## config.mk

```make
export PLATFORM = sky130hd
export DESIGN_NAME = control_sequencer
export DESIGN_NICKNAME = d
export VERILOG_FILES = /design/src/rtl/control_sequencer.sv
export SDC_FILE = /design/constraint.sdc
export NUM_CORES = 1
export LEC_CHECK = 0
export CAP_MARGIN = 20
export CORE_MARGIN = 5
export CORE_UTILIZATION = 37
export CTS_CLUSTER_DIAMETER = 80
export DETAILED_ROUTE_END_ITERATION = 8
export PLACE_DENSITY = 0.86
export SLEW_MARGIN = 20
export SYNTH_ARGS = -nofsm -noshare
export SYNTH_HDL_FRONTEND = slang
export SYNTH_SLANG_ARGS = --single-unit
```

## constraint.sdc

```tcl
create_clock -name Clock_i -period 7.5 [get_ports Clock_i]
set_clock_uncertainty 0.2 [all_clocks]
set_input_delay 1.875 -clock Clock_i [delete_from_list [all_inputs] [get_ports Clock_i]]
set_output_delay 1.875 -clock Clock_i [all_outputs]
set_load 0.1 [all_outputs]
```

## src/rtl/control_sequencer.sv

```systemverilog
// Hardwired control sequencer: fetch T0-T2, decode IR, execute T3-T6, then halt or refetch.
module control_sequencer #(
    parameter int unsigned IR_WIDTH = 32,
    parameter int unsigned OP_WIDTH = 5
) (
    input  logic                Clock_i,
    input  logic                Clear_i,
    input  logic [IR_WIDTH-1:0] IR_i,
    input  logic                Stop_i,
    output logic                PCout_o,
    output logic                Zlowout_o,
    output logic                ZHighout_o,
    output logic                HIout_o,
    output logic                LOout_o,
    output logic                MDRout_o,
    output logic                Cout_o,
    output logic                MARin_o,
    output logic                PCin_o,
    output logic                MDRin_o,
    output logic                IRin_o,
    output logic                Yin_o,
    output logic                ZLowIn_o,
    output logic                ZHighIn_o,
    output logic                HIin_o,
    output logic                LOin_o,
    output logic                IncPC_o,
    output logic                Read_o,
    output logic                Gra_o,
    output logic                Grb_o,
    output logic                Grc_o,
    output logic                Rin_o,
    output logic                Rout_o,
    output logic [OP_WIDTH-1:0] ALU_op_o,
    output logic                Run_o,
    output logic                Illegal_o
);

    typedef enum logic [3:0] {
        S_RESET = 4'd0,
        S_T0    = 4'd1,
        S_T1    = 4'd2,
        S_T2    = 4'd3,
        S_T3    = 4'd4,
        S_T4    = 4'd5,
        S_T5    = 4'd6,
        S_T6    = 4'd7,
        S_HALT  = 4'd8
    } state_e;

    typedef enum logic [2:0] {
        C_RTYPE,
        C_IMM,
        C_MULDIV,
        C_UNARY,
        C_NOP,
        C_HALT,
        C_ILLEGAL
    } op_class_e;

    state_e              state_q, state_d;
    op_class_e           op_class;
    logic [OP_WIDTH-1:0] opcode;
    logic [OP_WIDTH-1:0] imm_alu;
    logic                boundary;
    logic                unused_ir_bits;

    assign opcode         = IR_i[IR_WIDTH-1 -: OP_WIDTH];
    assign unused_ir_bits = ^IR_i[IR_WIDTH-OP_WIDTH-1:0];

    // Classify the opcode and map immediate forms onto their register ALU codes.
    always_comb begin
        op_class = C_ILLEGAL;
        imm_alu  = OP_WIDTH'(5'b00011);
        if (opcode >= OP_WIDTH'(5'b00011) && opcode <= OP_WIDTH'(5'b01011)) begin
            op_class = C_RTYPE;
        end else if (opcode >= OP_WIDTH'(5'b01100) && opcode <= OP_WIDTH'(5'b01110)) begin
            op_class = C_IMM;
        end else if (opcode == OP_WIDTH'(5'b01111) || opcode == OP_WIDTH'(5'b10000)) begin
            op_class = C_MULDIV;
        end else if (opcode == OP_WIDTH'(5'b10001) || opcode == OP_WIDTH'(5'b10010)) begin
            op_class = C_UNARY;
        end else if (opcode == OP_WIDTH'(5'b11010)) begin
            op_class = C_NOP;
        end else if (opcode == OP_WIDTH'(5'b11011)) begin
            op_class = C_HALT;
        end
        if (opcode == OP_WIDTH'(5'b01101)) begin
            imm_alu = OP_WIDTH'(5'b00101);
        end else if (opcode == OP_WIDTH'(5'b01110)) begin
            imm_alu = OP_WIDTH'(5'b00110);
        end
    end

    // State register; Clear wins over everything, including mid-instruction.
    always_ff @(posedge Clock_i) begin
        if (Clear_i) begin
            state_q <= S_RESET;
        end else begin
            state_q <= state_d;
        end
    end

    // Next-state and Moore strobe decode from state and opcode.
    always_comb begin
        state_d    = state_q;
        boundary   = 1'b0;
        PCout_o    = 1'b0;
        Zlowout_o  = 1'b0;
        ZHighout_o = 1'b0;
        HIout_o    = 1'b0;
        LOout_o    = 1'b0;
        MDRout_o   = 1'b0;
        Cout_o     = 1'b0;
        MARin_o    = 1'b0;
        PCin_o     = 1'b0;
        MDRin_o    = 1'b0;
        IRin_o     = 1'b0;
        Yin_o      = 1'b0;
        ZLowIn_o   = 1'b0;
        ZHighIn_o  = 1'b0;
        HIin_o     = 1'b0;
        LOin_o     = 1'b0;
        IncPC_o    = 1'b0;
        Read_o     = 1'b0;
        Gra_o      = 1'b0;
        Grb_o      = 1'b0;
        Grc_o      = 1'b0;
        Rin_o      = 1'b0;
        Rout_o     = 1'b0;
        ALU_op_o   = '0;
        Run_o      = 1'b0;
        Illegal_o  = 1'b0;

        case (state_q)
            S_RESET: state_d = S_T0;
            S_T0: begin
                Run_o = 1'b1; PCout_o = 1'b1; MARin_o = 1'b1; IncPC_o = 1'b1; ZLowIn_o = 1'b1;
                state_d = S_T1;
            end
            S_T1: begin
                Run_o = 1'b1; Zlowout_o = 1'b1; PCin_o = 1'b1; Read_o = 1'b1; MDRin_o = 1'b1;
                state_d = S_T2;
            end
            S_T2: begin
                Run_o = 1'b1; MDRout_o = 1'b1; IRin_o = 1'b1;
                state_d = S_T3;
            end
            S_T3: begin
                Run_o = 1'b1;
                state_d = S_T4;
                case (op_class)
                    C_RTYPE, C_IMM: begin Grb_o = 1'b1; Rout_o = 1'b1; Yin_o = 1'b1; end
                    C_MULDIV:       begin Gra_o = 1'b1; Rout_o = 1'b1; Yin_o = 1'b1; end
                    C_UNARY: begin
                        Grb_o = 1'b1; Rout_o = 1'b1; ZLowIn_o = 1'b1; ALU_op_o = opcode;
                    end
                    C_HALT:    state_d = S_HALT;
                    C_ILLEGAL: begin Illegal_o = 1'b1; boundary = 1'b1; end
                    default:   boundary = 1'b1;
                endcase
            end
            S_T4: begin
                Run_o = 1'b1;
                state_d = S_T5;
                case (op_class)
                    C_RTYPE: begin
                        Grc_o = 1'b1; Rout_o = 1'b1; ZLowIn_o = 1'b1; ALU_op_o = opcode;
                    end
                    C_IMM: begin Cout_o = 1'b1; ZLowIn_o = 1'b1; ALU_op_o = imm_alu; end
                    C_MULDIV: begin
                        Grb_o = 1'b1; Rout_o = 1'b1; ZLowIn_o = 1'b1; ZHighIn_o = 1'b1;
                        ALU_op_o = opcode;
                    end
                    C_UNARY: begin Zlowout_o = 1'b1; Gra_o = 1'b1; Rin_o = 1'b1; boundary = 1'b1; end
                    default: boundary = 1'b1;
                endcase
            end
            S_T5: begin
                Run_o = 1'b1;
                case (op_class)
                    C_RTYPE, C_IMM: begin
                        Zlowout_o = 1'b1; Gra_o = 1'b1; Rin_o = 1'b1; boundary = 1'b1;
                    end
                    C_MULDIV: begin Zlowout_o = 1'b1; LOin_o = 1'b1; state_d = S_T6; end
                    default:  boundary = 1'b1;
                endcase
            end
            S_T6: begin
                Run_o = 1'b1; ZHighout_o = 1'b1; HIin_o = 1'b1; boundary = 1'b1;
            end
            S_HALT:  state_d = S_HALT;
            default: state_d = S_RESET;
        endcase

        // Instruction boundary: Stop is only honoured here.
        if (boundary) begin
            state_d = Stop_i ? S_HALT : S_T0;
        end
    end

endmodule

```

==> results.sh, run 1 <==
export IMPL_required_ns=5.43
export IMPL_cts_root_buffer="clkbuf_4"
export IMPL_grt_ovfl_total=0
export IMPL_wl_um=2370
export IMPL_post_drt_wl_per_cell_um=14.0
export IMPL_status="finished clean"
export IMPL_grt_antenna_before_repair=0
export IMPL_cts_sinks=4
export IMPL_postCtsSetupBuffers=0
export IMPL_tns_ns=0
export IMPL_fin_crit_ns=6.19
export IMPL_maxSlewViolCount=0
export IMPL_synth_area_um2=871
export IMPL_min_period_over_period_pct=82.6
export IMPL_io_pins=65
export IMPL_regMostFlops="state_q"
export IMPL_cellPowerDensity_nw_per_um2=151
export IMPL_dpl_hpwl_um=1870
export IMPL_grt_pass1_wl_um=3840
export IMPL_largest_reg_flops=4
export IMPL_use_met2_pct=25.2
export IMPL_synthTopCellsByArea="dfxtp_1 (9.2%), buf_4 (7.8%), nor3_1 (5.7%), nand2_1 (4.3%), a21oi_1 (4.0%)"
export IMPL_ys_seq_elements=4
export IMPL_nFillCells=218
export IMPL_synthCells=119
export IMPL_dr_first_iter_drc_count=36
export IMPL_die_h_um=58.5
export IMPL_fp_dieArea_um2=3420
export IMPL_hp_class="reg -> reg"
export IMPL_path_max_fanout=14
export IMPL_grt_busiest_layer="met2"
export IMPL_cts_max_path_buffers=2
export IMPL_grt_max_degree=17
export IMPL_cts_repair_resized=0
export IMPL_syn_to_final_growth_pct=27.9
export IMPL_ant_nets=0
export IMPL_cts_tree="built"
export IMPL_top_regs="state_q: 4 flops"
export IMPL_gp_congestion=0.862
export IMPL_peakVddDrop_mv=0.131
export IMPL_cts_buffers_inserted=3
export IMPL_ys_types=53
export IMPL_setup_viol=0
export IMPL_netlist_area_leader_share_pct=9.20
export IMPL_clk_pin_slew_ns=0.04
export IMPL_rsz0062_at_grt="false"
export IMPL_multi_input_area_um2=642
export IMPL_first_pass_iters=4
export IMPL_dr_total_vias=975
export IMPL_clk_latency_ns=0.23
export IMPL_hold_buffers=0
export IMPL_core_area_um2=2230
export IMPL_relSlewSlack_pct=34.8
export IMPL_grt_pass1_vias=857
export IMPL_register_area_um2=80.1
export IMPL_synth_ff_type="dfxtp_1"
export IMPL_fmax_mhz=162
export IMPL_htreeDepth=1
export IMPL_avgSynthCellArea_um2=7.32
export IMPL_avgViaCountPerCell=5.77
export IMPL_tightestPinTransition_ns=0.975
export IMPL_port_buffers=35
export IMPL_n_antenna_cell=0
export IMPL_yosysWarnings=0
export IMPL_die_w_um=58.5
export IMPL_utilization_pct=49.9
export IMPL_initial_core_util_pct=39.0
export IMPL_met3_usage_pct=3.51
export IMPL_seq_area_frac_synth_pct=9.20
export IMPL_route_detailed_drc=0
export IMPL_final_hold_violation_count=0
export IMPL_fp_row_count=17
export IMPL_async_flop_share_pct=0
export IMPL_crit_type="in -> out"
export IMPL_grtUsageMet1_pct=16.3
export IMPL_p_leak_nw=0.444
export IMPL_cp_data_arrival_time_ns=4.12
export IMPL_synth_top_cell_by_area="dfxtp_1"
export IMPL_maxCapViolCount=0
export IMPL_synth_edff_count=0
export IMPL_layout_drive_gt1_share_pct=22.0
export IMPL_grt_usage_pct=14.1
export IMPL_fin_nets=178
export IMPL_critPathLaunchType="input port"
export IMPL_cp_end_kind="output port"
-- area by class of cell --
cell class / instances / area share, %
inverters: 7 / 2.36
flip-flops and latches: 4 / 7.19
multi-input cells: 92 / 57.6
clock buffers: 3 / 2.02
repair buffers: 35 / 27.6
well taps: 28 / 3.15
-- where the power goes --
part | switching, W | total, W | internal [W] | leakage, nW
Combinational | 0.0000844 | 0.000114 | 0.0000291 | 0.398
Clock | 0.00000851 | 0.0000264 | 0.0000179 | 0.0138
Sequential | 0.00000556 | 0.0000285 | 0.0000230 | 0.0328
-- kinds of logic (layout without fill, tap and decap cells) --
family                 Yosys count  after routing  share of synthesized area (%)
AND/OR/NAND/NOR                 53             53                           36.6
buffers and inverters           24             45                           19.0
other                            1              2                          0.431
AO/OA/AOI/OAI                   34             34                           31.6
XOR/XNOR                         2              2                           2.01
flip-flops                       4              4                           9.20
multiplexers                     1              1                           1.15
-- layout by cell type, fill, tap and decap left out, types with 2 or more instances in the layout --
master and count:
xnor2_1 2, nor2_1 9, or3_1 4, nor3_1 10, dfxtp_1 4, a21o_1 2, o21ai_0 3, a32o_1 2
conb_1 2, inv_1 7, o32ai_1 2, clkdlybuf4s50_1 18, nand2b_1 3, a2111oi_4 2, o21ai_1 3, clkbuf_4 3
nand2_1 10, a21oi_1 7, buf_4 17, a211o_1 2
-- synth_stat cells, types with 3 or more instances --
library cell,instances
a21oi_1,7
nor2_1,9
nand2b_1,3
nand2_1,10
buf_4,9
dfxtp_1,4
o21ai_1,3
or3_1,4
o21ai_0,3
buf_6,3
inv_1,7
nor3_1,10
-- worst max-delay path: stages --
cell and delay [ns]:
clkdlybuf4s50_1 0.70, nor3b_2 0.38, nor2b_1 0.26, a31oi_1 0.17, a2111oi_4 0.38, buf_4 0.34
-- layer usage --
layer	share of wire, %	vias up	wire length, um
met3	6.3	4	150
met1	40	469	937
met5	0	-	0
li1	-	472	-
met4	1.1	0	26
met2	53	30	1250
-- stage by stage --
stage	area (um2)	setup slack (ns)	instances	power, W	hold WS [ns]
final	1110	1.31	169	0.000168	0.500
after global routing	1110	1.21	169	0.000177	0.550
after CTS	1110	1.31	169	0.000170	0.499
after detailed placement	1090	1.30	166	0.000143	0.498
after global placement	1090	1.37	166	0.000140	0.476
after floorplan	887	0.263	120	0.000126	0.336
-- path summary, 6_finish.rpt --
check	slack (ns)	from	depth (start not counted)	to
max reg2reg	5.61	state_q[1]	4	state_q[1]
min reg2reg	0.50	state_q[3]	1	state_q[1]
min	0.50	state_q[3]	1	state_q[1]
max	1.31	IR_i[30]	6	ALU_op_o[1]
(Power assumes the default switching activity.)
==> run 2, diff against run 1 <==
- CORE_UTILIZATION: 37 -> 31
- PLACE_DENSITY: 0.86 -> 0.76
- clock period: 7.5 -> 5.4 ns (I/O delays scaled with it)
==> run 2 against run 1 <==
Via count down 0.31%. Die area up 16%. Largest cell class unchanged. Cell count up 4.1%. Sequential cell count unchanged. Highest routed layer unchanged. Sequential share of layout area down 1.1 points. Combinational power up 48%. Design area up 18%. Hold slack better by 0.0053 ns. Setup slack worse by 0.94 ns.
==> results.sh, run 2 (synthesized netlist as in run 1, its figures left out) <==
export IMPL_fin_cells=176
export IMPL_p_leak_nw=0.503
export IMPL_fp_row_count=19
export IMPL_tightestPinTransition_ns=0.979
export IMPL_r2r_start="state_q[1]"
export IMPL_required_ns=3.85
export IMPL_cellPowerDensity_nw_per_um2=185
export IMPL_rr_worst_depth=4
export IMPL_hp_class="reg -> reg"
export IMPL_relSlewSlack_pct=34.5
export IMPL_cts_repair_resized=0
export IMPL_peakVddDrop_mv=0.164
export IMPL_ant_nets=0
export IMPL_setup_viol=0
export IMPL_status="finished clean"
export IMPL_critPathLaunchType="input port"
export IMPL_cts_root_buffer="clkbuf_4"
export IMPL_p_comb_share_pct=69.1
export IMPL_initial_core_util_pct=31.9
export IMPL_fin_crit_ns=5.03
export IMPL_rsz0062_at_grt="false"
export IMPL_layout_commonest_cell="clkdlybuf4s50_1"
export IMPL_rrSetupSlack_ns=3.48
export IMPL_nFillCells=276
export IMPL_dr_total_vias=972
export IMPL_grt_max_degree=17
export IMPL_netSwitchingPower_w=0.000138
export IMPL_hold_depth=1
export IMPL_layout_common_cells="clkdlybuf4s50_1 (18), buf_12 (12), nand2_1 (10)"
export IMPL_fp_dieArea_um2=3970
export IMPL_cts_max_path_buffers=2
export IMPL_fin_nets=182
export IMPL_gp_congestion=0.874
export IMPL_cp_data_arrival_time_ns=3.48
export IMPL_regMostFlops="state_q"
export IMPL_maxSlewViolCount=0
export IMPL_seq_power_share_pct=16.3
export IMPL_core_area_um2=2730
export IMPL_dr_first_iter_drc_count=29
export IMPL_clk_pin_slew_ns=0.04
export IMPL_hold_buffers=0
export IMPL_port_buffers=35
export IMPL_die_w_um=63
export IMPL_cts_buffers_inserted=3
export IMPL_grt_ovfl_total=0
export IMPL_path_max_fanout=12
export IMPL_crit_type="in -> out"
export IMPL_cp_end_kind="output port"
export IMPL_grt_pass1_wl_um=4310
export IMPL_grt_antenna_before_repair=0
export IMPL_dpl_hpwl_um=2080
export IMPL_avgViaCountPerCell=5.52
export IMPL_n_antenna_cell=0
export IMPL_final_hold_violation_count=0
export IMPL_min_to="state_q[1]"
export IMPL_clk_latency_ns=0.23
export IMPL_layout_drive_gt1_share_pct=26.9
export IMPL_cp_slowest_cell="clkdlybuf4s50_1"
export IMPL_io_pins=65
export IMPL_tns_ns=0
export IMPL_min_period_over_period_pct=93.1
export IMPL_first_pass_iters=4
export IMPL_cts_sinks=4
export IMPL_crit_path_max_incr_delay_ns=0.64
export IMPL_wl_um=2530
export IMPL_grt_usage_pct=12.9
export IMPL_cp_num_buf_inv=2
export IMPL_dp_cells=173
export IMPL_fmax_mhz=199
export IMPL_cp_top_family="buffers and inverters"
export IMPL_p_sw_share_pct=56.7
export IMPL_maxCapViolCount=0
export IMPL_syn_to_final_growth_pct=51.3
export IMPL_clockPowerShare_pct=14.6
export IMPL_reg2reg_to="state_q[1]"
export IMPL_htreeDepth=1
export IMPL_cts_tree="built"
export IMPL_grt_pass1_vias=929
export IMPL_largest_reg_flops=4
export IMPL_path_cells="clkdlybuf4s50_1, or4b_1, a21oi_1, o21ai_2, a2111oi_4, buf_12"
export IMPL_route_detailed_drc=0
export IMPL_die_h_um=63
export IMPL_intPower_w=0.000106
export IMPL_postCtsSetupBuffers=0
export IMPL_hp_start="state_q[3]"
export IMPL_post_drt_wl_per_cell_um=14.4
export IMPL_top_regs="state_q: 4 flops"
export IMPL_utilization_pct=48.2
-- run 2: cell count changes in the layout (fill, tap and decap cells not counted) --
| cell | delta |
|---|---|
| o32ai_2 | +1 |
| o32ai_1 | -1 |
| nor3b_1 | -1 |
| nor2_1 | -1 |
| buf_12 | +12 |
| buf_4 | -8 |
| nor2_2 | +1 |
| nor3_2 | +1 |
| nor3b_2 | +1 |
| nor3_1 | -1 |
-- run 2: worst register-to-register path, stage by stage, from the launching register on --
cell and delay, ns:
dfxtp_1 0.65, nor3_1 0.11, a221o_1 0.37, nand2b_4 0.18, a2111oi_4 0.32
-- run 2: worst max-delay path by stage --
stage                             end  depth (start not counted)  slack [ns]     start
final                     ALU_op_o[1]                          6        0.37  IR_i[29]
after global routing      ALU_op_o[1]                          6        0.25  IR_i[29]
after global placement    ALU_op_o[1]                          6        0.42  IR_i[29]
after CTS                 ALU_op_o[1]                          6        0.37  IR_i[29]
after floorplan           ALU_op_o[1]                          6       -0.22  IR_i[31]
after detailed placement  ALU_op_o[1]                          6        0.38  IR_i[29]
-- run 2: power by group through the flow --
stage / Combinational, W / Clock [W] / Sequential, W
after floorplan: 0.000142 / 0 / 0.0000341
after global placement: 0.000167 / 0 / 0.0000395
after detailed placement: 0.000169 / 0 / 0.0000399
after CTS: 0.000169 / 0.0000383 / 0.0000394
after global routing: 0.000176 / 0.0000418 / 0.0000407
final: 0.000169 / 0.0000355 / 0.0000399
-- run 2: cell type report --
| cell class | count | area [um2] | share of cell area (%) |
|---|---|---|---|
| clock buffers | 3 | 22.5 | 1.71 |
| inverters | 7 | 26.3 | 1.99 |
| multi-input cells | 92 | 662 | 50.2 |
| flip-flops and latches | 4 | 80.1 | 6.08 |
| well taps | 31 | 38.8 | 2.94 |
| repair buffers | 39 | 488 | 37.0 |
-- run 2: stage by stage --
| stage | cell area (um2) | power [W] | setup WS, ns | hold WS [ns] |
|---|---|---|---|---|
| after floorplan | 907 | 0.000176 | -0.225 | 0.340 |
| after global placement | 1290 | 0.000206 | 0.423 | 0.490 |
| after detailed placement | 1290 | 0.000209 | 0.379 | 0.506 |
| after CTS | 1320 | 0.000247 | 0.370 | 0.514 |
| after global routing | 1320 | 0.000259 | 0.250 | 0.543 |
| final | 1320 | 0.000244 | 0.370 | 0.505 |
-- run 2: routing by layer --
layer  share of wire, %  vias to the layer above  GRT usage [%]
li1                   -                      482              -
met1                 42                      453           15.6
met2                 52                       30           22.3
met3                4.6                        7           1.62
met4                1.6                        0           5.84
met5                  0                        -              0
==> run 3, diff against run 2 <==
- ABC_AREA: unset -> 1
- CORE_UTILIZATION: 31 -> 26
- PLACE_DENSITY: 0.76 -> 0.74
==> run 3 against run 2 <==
Routed wire length down 24%. Utilization down 5.1 points. First-iteration DRC count down 48%. Cell count up 1.1%.
==> results.sh, run 3 <==
export IMPL_die_w_um=60.2
export IMPL_clk_latency_ns=0.23
export IMPL_die_h_um=60.2
export IMPL_grt_ovfl_total=0
export IMPL_status="finished clean"
export IMPL_syn_to_final_growth_pct=60.2
export IMPL_cts_sinks=4
export IMPL_io_pins=65
export IMPL_postCtsSetupBuffers=0
export IMPL_cts_repair_resized=0
export IMPL_dr_total_vias=845
export IMPL_maxSlewViolCount=0
export IMPL_grt_antenna_before_repair=0
export IMPL_cp_data_arrival_time_ns=3.17
export IMPL_nFillCells=265
export IMPL_synth_commonest_cells="nand2_1 (26), nor2_1 (18), inv_1 (16)"
export IMPL_grt_usage_pct=11.4
export IMPL_netlist_area_leader_share_pct=14.9
export IMPL_fin_crit_ns=4.72
export IMPL_setup_viol=0
export IMPL_peakVddDrop_mv=0.561
export IMPL_tns_ns=0
export IMPL_synth_top_cell_by_area="nand2_1"
export IMPL_synthTopCellsByArea="nand2_1 (15%), dfxtp_1 (12%), nor2_1 (10%), buf_4 (9.2%), inv_1 (9.2%)"
export IMPL_fp_row_count=18
export IMPL_cts_root_buffer="clkbuf_4"
export IMPL_cts_buffers_inserted=3
export IMPL_hold_buffers=0
export IMPL_rrSetupSlack_ns=3.80
export IMPL_grt_pass1_wl_um=3170
export IMPL_wl_um=1930
export IMPL_fmax_mhz=212
export IMPL_n_antenna_cell=0
export IMPL_required_ns=3.85
export IMPL_ant_nets=0
export IMPL_rsz0062_at_grt="false"
export IMPL_grt_pass1_vias=795
export IMPL_layout_drive_gt1_share_pct=28.4
export IMPL_fin_cells=178
export IMPL_yosysMostFrequentCell="nand2_1"
export IMPL_maxCapViolCount=0
export IMPL_dr_first_iter_drc_count=15
export IMPL_min_period_over_period_pct=87.4
export IMPL_largest_reg_flops=4
export IMPL_cts_tree="built"
export IMPL_tightestPinTransition_ns=0.969
export IMPL_post_drt_wl_per_cell_um=10.9
export IMPL_yosysWarnings=0
export IMPL_crit_type="in -> out"
export IMPL_layout_common_cells="nand2_1 (26), nor2_1 (18), clkdlybuf4s50_1 (18)"
export IMPL_fp_dieArea_um2=3620
export IMPL_relSlewSlack_pct=35.2
export IMPL_async_flop_share_pct=0
export IMPL_route_detailed_drc=0
export IMPL_final_hold_violation_count=0
export IMPL_ys_types=27
export IMPL_hp_class="reg -> reg"
export IMPL_avgSynthCellArea_um2=5.59
export IMPL_p_leak_nw=0.468
export IMPL_htreeDepth=1
export IMPL_synth_area_um2=654
export IMPL_grt_max_degree=8
export IMPL_synthCells=117
export IMPL_initial_core_util_pct=26.9
export IMPL_first_pass_iters=4
export IMPL_synth_edff_count=0
export IMPL_seq_area_frac_synth_pct=12.2
export IMPL_critPathLaunchType="input port"
export IMPL_clk_pin_slew_ns=0.04
export IMPL_cp_end_kind="output port"
export IMPL_port_buffers=35
export IMPL_top_regs="state_q: 4 flops"
export IMPL_gp_congestion=0.834
export IMPL_core_area_um2=2430
export IMPL_layout_commonest_cell="nand2_1"
export IMPL_avgViaCountPerCell=4.75
export IMPL_synth_ff_type="dfxtp_1"
export IMPL_multi_input_area_um2=458
export IMPL_dp_cells=175
export IMPL_dpl_hpwl_um=1700
export IMPL_regMostFlops="state_q"
export IMPL_register_area_um2=80.1
export IMPL_ys_seq_elements=4
export IMPL_path_max_fanout=5
export IMPL_fin_nets=185
export IMPL_cellPowerDensity_nw_per_um2=634
export IMPL_cts_max_path_buffers=2
run 3: changes by cell type after synthesis, sizes merged, moves of 3 or more:
cell	before	now
or3	4	0
buf	13	8
clkbuf	4	0
inv	7	20
o21ai	7	4
nand2	10	30
nor2	10	21
nor3	10	7
nand3	1	6
nand2b	4	0
a2111oi	3	0
run 3: logic make-up (layout without fill, tap and decap cells):
kind of cell	count (synthesis)	after routing	synth area share (%)
AOI/OAI and AO/OA	16	16	16.3
and+or+nand+nor	67	67	49.5
DFF	4	4	12.2
other	1	2	0.573
buffers and inverters	29	59	21.4
run 3: cell type report:
type,instances,area share (%)
Multi-Input combinational cell,85,43.7
Clock buffer,3,2.15
Tap cell,30,3.58
Sequential cell,4,7.64
Inverter,21,7.64
Timing Repair Buffer,35,35.3
run 3: power by group:
group / switching (W) / leakage (nW) / internal [W]
sequential: 0.0000149 / 0.0328 / 0.0000401
combinational: 0.000455 / 0.421 / 0.000118
clock: 0.0000119 / 0.0138 / 0.0000248
run 3: metal layers:
metal | share of wire (%) | GRT usage [%] | up-vias
met5 | 0 | 0 | -
met4 | 2.0 | 7.59 | 0
met3 | 7.0 | 0 | 4
met2 | 51 | 20.1 | 34
met1 | 40 | 13.3 | 372
li1 | - | - | 435
run 3: worst paths after layout:
kind,start,to,cells past startpoint
setup / recovery,IR_i[30],ALU_op_o[0],12
hold / removal,state_q[2],state_q[3],3
setup reg to reg,state_q[0],state_q[1],4
hold reg to reg,state_q[2],state_q[3],3
run 3: worst max-delay path: stages:
cell	delay [ns]
clkdlybuf4s50_1	0.54
nand2_1	0.08
nor2_2	0.18
nand2_1	0.10
nand2_2	0.10
inv_1	0.09
nand2_1	0.09
nand2_1	0.08
nand2_1	0.11
inv_2	0.06
o32ai_2	0.16
buf_12	0.22
run 3: through the flow:
stage	setup slack (ns)	total power [W]	area [um2]	hold slack [ns]	utilization, %
after global routing	0.522	0.000695	1050	0.526	43.1
after CTS	0.689	0.000669	1050	0.466	43.1
after floorplan	0.0110	0.000541	678	0.403	-
after global placement	0.745	0.000627	1030	0.437	42.2
final	0.682	0.000665	1050	0.459	43.1
after detailed placement	0.714	0.000631	1030	0.442	42.2
